$ cat src/rtl/contador_ascendente_if.sv
// Control/status bundle for the up-counting timer.
// The master drives start/carga/pausa/clear; the slave (the timer) returns its count and status.
interface contador_ascendente_if #(
    parameter int N = 4
) ();
    logic         start;
    logic [N-1:0] carga;
    logic         pausa;
    logic         clear;
    logic [N-1:0] cuenta;
    logic         ocupado;
    logic         listo;
    logic         fin;

    modport master (
        output start, carga, pausa, clear,
        input  cuenta, ocupado, listo, fin
    );

    modport slave (
        input  start, carga, pausa, clear,
        output cuenta, ocupado, listo, fin
    );
endinterface

$ cat src/rtl/contador_ascendente.sv
// Up-counting timer: latches a target on start and counts from 0 to it,
// one increment every PRESCALE clocks, with pause, abort and a one-cycle fin pulse.
//
//   state  | meaning
//   IDLE   | waiting for start, count held
//   RUN    | prescaler advancing, count incrementing
//   PAUSED | count and prescaler frozen while pausa is high
//   DONE   | count equals target, listo high, fin pulses on entry
module contador_ascendente #(
    parameter int N        = 4,
    parameter int PRESCALE = 1
) (
    input  logic               clock,
    input  logic               reset,
    contador_ascendente_if.slave bus
);
    localparam int PW = $clog2(PRESCALE + 1);
    localparam logic [PW-1:0] PS_LAST = PW'(PRESCALE - 1);

    typedef enum logic [1:0] {
        IDLE   = 2'd0,
        RUN    = 2'd1,
        PAUSED = 2'd2,
        DONE   = 2'd3
    } state_t;

    state_t        state;
    logic [N-1:0]  cuenta_q;
    logic [N-1:0]  target;
    logic [PW-1:0] pres;
    logic          ocupado_q;
    logic          listo_q;
    logic          fin_q;
    logic [N-1:0]  cuenta_inc;

    // cuenta never exceeds target, so this increment cannot wrap in practice
    assign cuenta_inc = cuenta_q + N'(1);

    always_ff @(posedge clock or posedge reset) begin
        if (reset) begin
            state     <= IDLE;
            cuenta_q  <= '0;
            target    <= '0;
            pres      <= '0;
            ocupado_q <= 1'b0;
            listo_q   <= 1'b0;
            fin_q     <= 1'b0;
        end else begin
            fin_q <= 1'b0;
            if (bus.clear) begin
                state     <= IDLE;
                cuenta_q  <= '0;
                pres      <= '0;
                ocupado_q <= 1'b0;
                listo_q   <= 1'b0;
            end else begin
                case (state)
                    IDLE, DONE: begin
                        if (bus.start) begin
                            target   <= bus.carga;
                            cuenta_q <= '0;
                            pres     <= '0;
                            if (bus.carga == '0) begin
                                state     <= DONE;
                                ocupado_q <= 1'b0;
                                listo_q   <= 1'b1;
                                fin_q     <= 1'b1;
                            end else begin
                                state     <= RUN;
                                ocupado_q <= 1'b1;
                                listo_q   <= 1'b0;
                            end
                        end
                    end
                    RUN: begin
                        if (bus.pausa) begin
                            state <= PAUSED;
                        end else if (pres == PS_LAST) begin
                            pres     <= '0;
                            cuenta_q <= cuenta_inc;
                            if (cuenta_inc == target) begin
                                state     <= DONE;
                                ocupado_q <= 1'b0;
                                listo_q   <= 1'b1;
                                fin_q     <= 1'b1;
                            end
                        end else begin
                            pres <= pres + PW'(1);
                        end
                    end
                    PAUSED: begin
                        // the edge that leaves PAUSED does not count; counting resumes on the next one
                        if (!bus.pausa) begin
                            state <= RUN;
                        end
                    end
                    default: begin
                        state <= IDLE;
                    end
                endcase
            end
        end
    end

    assign bus.cuenta  = cuenta_q;
    assign bus.ocupado = ocupado_q;
    assign bus.listo   = listo_q;
    assign bus.fin     = fin_q;
endmodule

$ cat src/flat_wrapper.sv
// flat-port wrapper written by rule: the top's interface ports become plain ports
module contador_ascendente_flat 
#(
    parameter int N        = 4,
    parameter int PRESCALE = 1
)
  (clock, reset, bus_start, bus_carga, bus_pausa, bus_clear, bus_cuenta, bus_ocupado, bus_listo, bus_fin);
  contador_ascendente_if #(.N(N)) bus_i ();
  input  logic clock;
  input  logic reset;
  input wire logic [$bits(bus_i.start)-1:0] bus_start;
  input wire logic [$bits(bus_i.carga)-1:0] bus_carga;
  input wire logic [$bits(bus_i.pausa)-1:0] bus_pausa;
  input wire logic [$bits(bus_i.clear)-1:0] bus_clear;
  output wire logic [$bits(bus_i.cuenta)-1:0] bus_cuenta;
  output wire logic [$bits(bus_i.ocupado)-1:0] bus_ocupado;
  output wire logic [$bits(bus_i.listo)-1:0] bus_listo;
  output wire logic [$bits(bus_i.fin)-1:0] bus_fin;
  assign bus_i.start = bus_start;
  assign bus_i.carga = bus_carga;
  assign bus_i.pausa = bus_pausa;
  assign bus_i.clear = bus_clear;
  assign bus_cuenta = bus_i.cuenta;
  assign bus_ocupado = bus_i.ocupado;
  assign bus_listo = bus_i.listo;
  assign bus_fin = bus_i.fin;
  contador_ascendente #(.N(N), .PRESCALE(PRESCALE)) u_core (.clock(clock), .reset(reset), .bus(bus_i));
endmodule
$ cat config.mk
export PLATFORM = sky130hd
export DESIGN_NAME = contador_ascendente_flat
export DESIGN_NICKNAME = d
export VERILOG_FILES = /design/src/rtl/contador_ascendente_if.sv /design/src/rtl/contador_ascendente.sv /design/src/flat_wrapper.sv
export SDC_FILE = /design/constraint.sdc
export NUM_CORES = 1
export LEC_CHECK = 0
export BUFFER_PORTS_ARGS = -buffer_cell sky130_fd_sc_hd__buf_2
export CORE_UTILIZATION = 40
export CTS_CLUSTER_DIAMETER = 120
export DETAILED_ROUTE_END_ITERATION = 8
export GPL_TIMING_DRIVEN = 0
export PLACE_DENSITY = 0.71
export SLEW_MARGIN = 10
export SYNTH_ARGS = -nofsm -noshare
export SYNTH_HDL_FRONTEND = slang
export SYNTH_SLANG_ARGS = --single-unit
$ cat constraint.sdc
create_clock -name clock -period 5.7 [get_ports clock]
set_input_delay 1.14 -clock clock [delete_from_list [all_inputs] [get_ports clock]]
set_output_delay 1.14 -clock clock [all_outputs]
set_load 0.1 [all_outputs]
==> metrics, run 1 <==
status=completed; xor/xnor share of the synthesized area=0.0732; Post-Synthesis Cell Area=803 um2; total CTS buffers=3; crit path max fanout=3; total wire length=1620 um; Ports=16; worst skew pair latency=about 270 ps; Slew @ Worst Pin=595 ps; RePlAce Congestion=0.759; Min-Delay Path Class=register to register; share of layout cells above drive strength 1=0.270; Fmax=0.409 GHz; global-route wire length before repair=2510 um; Max Cap Viol=0; Final Hold Viols=0; H-tree Lvls=1; max-slew violation count=0; worst relative slew slack=0.600; CTS max path bufs=2; mux cell area share after synthesis=0.0826; Die Wd=~47 um; Design Area, Final=936 um2; EDFF count, synth=0; post-route minimum period=approximately 2400 ps; Most used DFF post-synth=dfrtp_1; Die H=roughly 47 um; crit share post-route=0.429; TritonRoute pass-1 iters=4; total number of vias=659; dpl cell area=slightly above 900 um2; CP Data Arrival Time=around 2600 ps; largest net degree at the start of global routing=14; Seq/Total Area, Yosys=0.405; Critical R2R Capture=u_core.bus.cuenta[0]$_DFFE_PP0P_; GRT Residual Overflow=0; Clock Sinks=13; worst vdd ir=0.345 mV; fraction of registers with async set/reset=1.00; post-synthesis simple-gate area fraction=0.215; Yosys cell types=34; remaining antenna violation count=0; RSZ-0062 raised after global routing=no; syn_area_per_cell=9.92 um2; critical path endpoint=u_core.state[1]$_DFFE_PP0P_; TritonCTS clock tree=done; WL/cell=around 13 um; row cnt=15; Core ar.=1800 um2; worst r2r src=u_core.state[0]$_DFFE_PP0P_; Synth top area share=0.405; depth of the most critical reg-to-reg path=7; Setup CP Type=primary input to register; Buffers on Ports=15; fill count=175; final setup fails=0; Vias/cell=~5.3; Hold Buf Count CTS=0; Ant. Diodes=0; slowest CP cell=nor4_1; Compound-Gate Fraction of Synth Area=0.153; Lkg Pwr=around 0.44 nW; CTS clk-pin slew, worst paths=80 ps; Post-CTS Resized=0; final net count=113; Worst Setup End Kind=register; Remaining DRCs=0; CP startpoint kind=primary input; Setup Buffers After CTS=0; clock root cell=clkbuf_4; setup TNS=0 ps; top post-synthesis cells by count=dfrtp_1, o21ai_0, nor2_1, mux2_2, nand2_1; DP HPWL=1240 um; Yosys warning count=0; Mapped Cells=81; number of global-route vias before repair=590; R2R Setup Slk=approximately 3600 ps; synthesis-stage register bit count=13; initial antenna violation count=0; largest cells by area after synthesis=dfrtp_1, mux2_2, ha_1, o21ai_0, nand2b_1; Initial Util=0.446; dominant cell type by area after synthesis=dfrtp_1; gr usage total=0.167; die area=2190 um2; largest family of logic cells by synthesized area=simple AND/OR/NAND/NOR gates; area growth from synthesis to layout=16.5%; Worst Setup SP=bus_carga[2]; fraction of the mapped netlist area in adder cells=0.0467; cells along the critical path=buf_2 -> nor4_1 -> mux2i_1 -> a2111oi_0 -> o2bb2ai_1; PwrDens=495 nW/um2; Largest stage delay, worst path=550 ps; Power Total=0.463 mW; drt initial violations=15; clock skew=between 2 and 3 ps; most common cell in the netlist=dfrtp_1; Synth Net Count=93; worst path required time=5890 ps
## critical path, delay by kind of cell
kind | cells | cell delay (ps)
buffers and inverters | 1 | 100
AOI/OAI and AO/OA | 2 | 680
muxes | 1 | 160
and+or+nand+nor | 1 | 550
## cell type report
type,count,area [um2],share of cell area
Clock buffer,4,26.3,0.0281
Buffer,1,5.00,0.00535
Tap cell,25,31.3,0.0334
Timing Repair Buffer,15,75.1,0.0802
Inverter,4,15.0,0.0160
Sequential cell,13,325,0.348
Multi-Input combinational cell,63,458,0.489
## through the flow
| step | utilization | worst slack (ps) | std cells | hold slack (ps) |
|---|---|---|---|---|
| finish | 0.519 | 3250 | 125 | 519 |
| global route | 0.519 | 3130 | 125 | 548 |
| CTS | 0.519 | 3250 | 125 | 523 |
| detailed placement | 0.505 | 3020 | 121 | 507 |
| global placement | 0.505 | 3100 | 121 | 500 |
| floorplan | - | 3400 | 81 | 481 |
## registers in the layout, indices dropped and copies added, names as in the netlist
name	cells
u_core.bus.ocupado	1
u_core.bus.listo	1
u_core.target	4
u_core.bus.fin	1
u_core.state	2
u_core.bus.cuenta	4
## layer usage
| metal | vias to the layer above | share of wire | GRT usage |
|---|---|---|---|
| li1 | 337 | - | - |
| met2 | 18 | 0.47 | 0.267 |
| met5 | - | 0 | 0 |
| met3 | 2 | 0.040 | 0.0462 |
| met4 | 0 | 0.0093 | 0.0571 |
| met1 | 302 | 0.48 | 0.221 |
## kinds of logic (layout without fill, tap and decap cells)
family	count (synthesis)	in the layout
compound gates	18	18
xor+xnor	5	5
fa+ha+maj	3	3
buf+inv	5	24
flops	13	13
mux	6	6
simple gates	31	31
## cells in the final DEF, fill, tap and decap left out
master	netlist	final
a2111oi_0	1	1
a21o_1	1	1
a21oi_1	2	2
a221oi_1	1	1
a22o_1	1	1
a31oi_1	1	1
and2b_1	1	1
and3_2	1	1
buf_2	1	16
clkbuf_1	0	1
clkbuf_4	0	3
dfrtp_1	13	13
ha_1	3	3
inv_1	4	4
mux2_2	5	5
mux2i_1	1	1
nand2_1	5	5
nand2b_1	4	4
nand3_1	3	3
nand3b_1	1	1
nand4_1	1	1
nor2_1	6	6
nor2b_1	1	1
nor3b_1	1	1
nor4_1	3	3
o2111a_1	1	1
o211ai_1	1	1
o21ai_0	7	7
o2bb2ai_1	1	1
o32a_1	1	1
or2_2	2	2
or4_1	1	1
or4b_1	1	1
xnor2_1	2	2
xor2_1	2	2
xor3_1	1	1
## power breakdown
group / switching [mW] / internal (mW)
Clock: 0.0294 / 0.0271
Combinational: 0.169 / 0.0923
Sequential: 0.0232 / 0.121
## worst min path at each step
stage | startpoint | to | slack [ps] | cells past startpoint
6_report | u_core.target[2]$_DFFE_PP0P_ | u_core.target[2]$_DFFE_PP0P_ | 520 | 1
5_1_grt | u_core.target[2]$_DFFE_PP0P_ | u_core.target[2]$_DFFE_PP0P_ | 550 | 1
4_1_cts | u_core.target[2]$_DFFE_PP0P_ | u_core.target[2]$_DFFE_PP0P_ | 520 | 1
3_5_place_dp | u_core.target[2]$_DFFE_PP0P_ | u_core.target[2]$_DFFE_PP0P_ | 510 | 1
3_3_place_gp | u_core.target[2]$_DFFE_PP0P_ | u_core.target[2]$_DFFE_PP0P_ | 500 | 1
2_1_floorplan | u_core.target[2]$_DFFE_PP0P_ | u_core.target[2]$_DFFE_PP0P_ | 480 | 1
No activity file was read; power rests on OpenSTA's default activity.
==> run 2: changes to the inputs <==
- ABC_AREA: default -> 1
- PLACE_DENSITY: 0.71 -> 0.73
- clock period: 5.7 -> 2.2 ns (I/O delays scaled with it)
==> run 2 against run 1 <==
Die area rose by 2.4%. Worst setup slack got worse by 2800 ps. Synthesized cell count grew 37%. Via count up 16%. Routed wire length increased by 0.87%. Cell count up 26%. Clock-buffer cell count is the same. Utilization decreased by 2.6 points. Largest cell class unchanged. First-iteration DRC count shrank 6.7%. Flip-flop and latch count is the same. Critical path depth decreased by 4. Sequential power rose to 2.7 times the previous value.
==> metrics, run 2 <==
NetSw=0.631 mW; Min Hold Slack=between 150 and 200 ps; CTS clk-pin slew, worst paths=90 ps; DP HPWL=1290 um; most common cell in the netlist=nand2_1; final setup fails=0; Synth top area share=0.395; Yosys warning count=0; Mapped Cells=111; Remaining DRCs=0; depth of the most critical reg-to-reg path=9; clock skew=10.2 ps; commonest non-fill, non-tap cell in the layout=nand2_1; total CTS buffers=3; Clock Sinks=13; worst r2r src=u_core.bus.cuenta[0]$_DFFE_PP0P_; synthesis-stage register bit count=13; worst skew pair latency=280 ps; number of global-route vias before repair=642; row cnt=16; dpl cell area=932 um2; Fmax=0.584 GHz; Worst Setup SP=u_core.bus.cuenta[0]$_DFFE_PP0P_; Worst Setup End Kind=primary output; Setup Buffers After CTS=0; Most used DFF post-synth=dfrtp_1; share of layout cells above drive strength 1=0.238; Die H=47.4 um; Seq pwr share=0.320; number of cells on the critical path=1; initial antenna violation count=0; largest cells by area after synthesis=dfrtp_1, nand2_1, inv_1, nand3_1, ha_1; RSZ-0062 raised after global routing=no; Setup CP Type=register to primary output; Post-Synthesis Cell Area=823 um2; CP startpoint kind=register; CP Data Arrival Time=1270 ps; Vias/cell=4.87; crit path max fanout=9; Min-Delay Path Class=primary input to async pin; WL/cell=10.4 um; largest delay contributor family on the critical path=flip-flops; setup TNS=0 ps; crit share post-route=0.779; Synth Net Count=123; Combinational Power Share=0.556; final net count=143; H-tree Lvls=1; Crit path buffers/inverters=1; clock root cell=clkbuf_4; largest net degree at the start of global routing=14; drt initial violations=14; slowest CP cell=dfrtp_1; TritonRoute pass-1 iters=4; Ant. Diodes=0; Largest stage delay, worst path=510 ps; TritonCTS clock tree=done; placed cells=approximately 150; post-route minimum period=1710 ps; Core ar.=1940 um2; dominant cell type by area after synthesis=dfrtp_1; Ports=16; die area=2240 um2; cells along the critical path=buf_2; clock share of power=0.125; syn_area_per_cell=7.42 um2; Max Cap Viol=0; remaining antenna violation count=0; CTS max path bufs=2; non-filler cells, final=about 160; Die Wd=47.4 um; total number of vias=764; area growth from synthesis to layout=16.4%; max-slew violation count=0; most frequent cells in the layout=nand2_1, inv_1, buf_2; fraction of registers with async set/reset=1.00; global-route wire length before repair=2550 um; Post-CTS Resized=0; worst path required time=1760 ps; top post-synthesis cells by count=nand2_1, inv_1, dfrtp_1, nand3_1, nor2_1; worst vdd ir=0.590 mV; PwrDens=1270 nW/um2; Buffers on Ports=15; EDFF count, synth=0; status=completed; Final Hold Viols=0; Lkg Pwr=0.519 nW; Initial Util=0.424; Yosys cell types=22; Seq/Total Area, Yosys=0.395; total wire length=1630 um; Pint=0.582 mW; RePlAce Congestion=0.839; Slew @ Worst Pin=approximately 510 ps; GRT Residual Overflow=0; Hold Buf Count CTS=0; gr usage total=0.170; Sw Ratio=0.520; worst relative slew slack=0.656; Design Area, Final=958 um2
==> run 2: cell count changes in the layout (fill, tap and decap cells not counted), moves of 3 or more <==
cell	change
inv_1	+14
inv_2	+3
mux2_2	-5
nand2_1	+25
nand2_2	+5
nand2b_1	-4
nand3_1	+7
nor4_1	-3
o21ai_0	-3
o21ai_1	+3
==> run 2: layout make-up <==
| cell class | instances | area, um2 |
|---|---|---|
| fillers | 212 | 983 |
| multi-input cells | 77 | 419 |
| flip-flops and latches | 13 | 325 |
| inverters | 21 | 78.8 |
| repair buffers | 15 | 75.1 |
| well taps | 27 | 33.8 |
| clock buffers | 4 | 26.3 |
==> run 2: per-stage QoR <==
step / utilization / worst slack (ps) / power (mW)
2_1_floorplan: - / 58.4 / 0.949
3_5_place_dp: 0.480 / 570 / 1.07
6_report: 0.494 / 487 / 1.21
5_1_grt: 0.494 / 431 / 1.30
3_3_place_gp: 0.480 / 602 / 1.05
4_1_cts: 0.494 / 475 / 1.22
==> run 2: power groups by stage <==
stage	logic [mW]	clock network, mW	registers [mW]
2_1_floorplan	0.385	0	0.565
3_5_place_dp	0.679	0	0.393
6_report	0.674	0.151	0.388
5_1_grt	0.737	0.165	0.400
4_1_cts	0.681	0.155	0.388
3_3_place_gp	0.664	0	0.387
==> run 2: cells by family after synthesis <==
family          share of synthesized area
simple gates                        0.360
buf+inv                            0.0957
xor+xnor                           0.0106
flops                               0.395
fa+ha+maj                          0.0456
compound gates                     0.0927
==> run 2: worst paths after layout <==
kind                                                 to  slack (ps)
setup / recovery                          bus_cuenta[0]         490
hold / removal                 u_core.bus.fin$_DFF_PP0_         170
setup reg to reg            u_core.state[1]$_DFFE_PP0P_         570
hold reg to reg            u_core.bus.listo$_DFFE_PP0P_         500
max in group asynchronous   u_core.state[1]$_DFFE_PP0P_        1670
min in group clock         u_core.target[2]$_DFFE_PP0P_         420
==> run 2: layer usage <==
metal  wire (um)  track usage  up-vias
met5           0            0        -
met4          50        0.137        0
met3          47       0.0231        6
met2         775        0.277       20
met1         758        0.199      345
li1            -            -      393
==> run 3: changes to the inputs <==
- ABC_AREA: 1 -> 0
- clock period: 2.2 -> 1.4 ns (I/O delays scaled with it)
==> run 3 against run 2 <==
The flow now finishes with violations (setup timing). Sequential power up 59%. Utilization rose by 15 points. Critical path depth is 3 higher. Via count is 2.9% lower. Final area grew 21%. Non-clock buffer count is 8 higher. Combinational power rose by 130%. Routed wire length up 23%. Worst setup slack worse by 860 ps. Largest power group unchanged. Highest routed layer unchanged.
==> metrics, run 3 (synthesis gave the netlist of run 1 again) <==
status=finished, violations left; failing checks=setup timing; grt met2 use=0.336; Core ar.=1800 um2; total wire length=2010 um; final setup fails=13; die area=approximately 2200 um2; crit path max fanout=6; gr usage total=0.203; Final WS setup=-370 ps; commonest non-fill, non-tap cell in the layout=buf_2; GR Util met1=0.228; row cnt=15; total CTS buffers=3; most frequent cells in the layout=buf_2, dfrtp_1; Ant. Diodes=0; WL/cell=15.2 um; Clock Sinks=13; PwrDens=approximately 2100 nW/um2; GRT Residual Overflow=0; crit share post-route=1.26; TritonCTS clock tree=done; total number of vias=742; H-tree Lvls=1; DP HPWL=about 1300 um; share of layout cells above drive strength 1=0.533; fin util=0.644; grt met3 use=0.0846; worst path required time=around 1600 ps; Setup CP Type=register to register; post-route minimum period=1770 ps; largest net degree at the start of global routing=14; CTS clk-pin slew, worst paths=roughly 80 ps; RePlAce Congestion=0.823; global-route wire length before repair=roughly 3000 um; Hold Buf Count CTS=0; Lkg Pwr=0.495 nW; Ports=16; Die Wd=46.8 um; clock root cell=clkbuf_4; final net count=120; drt initial violations=11; number of global-route vias before repair=about 670; CP startpoint kind=register; TritonRoute pass-1 iters=4; worst relative slew slack=0.573; worst skew pair latency=290 ps; remaining antenna violation count=0; area growth from synthesis to layout=44.5%; Worst Setup End Kind=register; Remaining DRCs=0; Die H=46.8 um; Initial Util=0.446; Buffers on Ports=15; RSZ-0062 raised after global routing=yes; Final Hold Viols=0; CP Data Arrival Time=1990 ps; initial antenna violation count=0; Slew @ Worst Pin=634 ps; max-slew violation count=0; GRT Max-Usage Layer=met2; Vias/cell=5.62; Min Hold Slack=around 7.6 ps; worst vdd ir=0.936 mV; Fmax=0.565 GHz; CTS max path bufs=2; clock skew=around 6.3 ps; Min-Delay Path Class=primary input to async pin; Max Cap Viol=0
run 3: power breakdown:
group | internal (mW) | total (mW) | switching, mW
Sequential | 0.507 | 0.615 | 0.108
Clock | 0.111 | 0.240 | 0.129
Combinational | 0.719 | 1.58 | 0.865
run 3: routing by layer:
metal	part of all wire	routed length, um
met1	0.39	780
met3	0.041	83
met5	0	0
met4	0.014	28
met2	0.56	1120
run 3: worst max-delay path, cell delays in order (launching register included):
cell	delay, ps
dfrtp_4	520
ha_4	180
xor3_2	280
or4_4	560
a21oi_2	160
run 3: worst paths after layout:
| kind | end | start | slack, ps | cells past startpoint |
|---|---|---|---|---|
| worst min register to register | u_core.target[0]$_DFFE_PP0P_ | u_core.target[0]$_DFFE_PP0P_ | 540 | 1 |
| min in group clock | u_core.target[3]$_DFFE_PP0P_ | bus_carga[3] | 240 | 2 |
| worst min-delay path | u_core.bus.cuenta[0]$_DFFE_PP0P_ | reset | 8 | 2 |
| worst max register to register | u_core.bus.fin$_DFF_PP0_ | u_core.bus.cuenta[0]$_DFFE_PP0P_ | -370 | 4 |
| worst max-delay path | u_core.bus.fin$_DFF_PP0_ | u_core.bus.cuenta[0]$_DFFE_PP0P_ | -370 | 4 |
| max in group asynchronous | u_core.bus.cuenta[2]$_DFFE_PP0P_ | reset | 1010 | 2 |
run 3: what timing repair did:
action | CTS | global route
pin swaps | 2 | 3
buffers inserted | 6 | 1
resized for setup | 15 | 13
setup endpoints to repair | 16 | 12
run 3: area by class of cell:
class / count / area, um2
Buffer: 1 / 11.3
Clock buffer: 4 / 26.3
Fill cell: 141 / 641
Inverter: 4 / 15.0
Multi-Input combinational cell: 63 / 577
Sequential cell: 13 / 339
Tap cell: 25 / 31.3
Timing Repair Buffer: 22 / 161
run 3: metrics by stage:
stage,instances,setup slack (ps),instance area [um2],total power [mW],TNS [ps]
after CTS,131,-320,1110,2.29,-2410
after global placement,121,-388,976,1.76,-2390
after detailed placement,121,-420,976,1.79,-2610
after global routing,132,-408,1160,2.58,-3260
after floorplan,81,-416,870,1.59,-2190
final,132,-370,1160,2.44,-2520
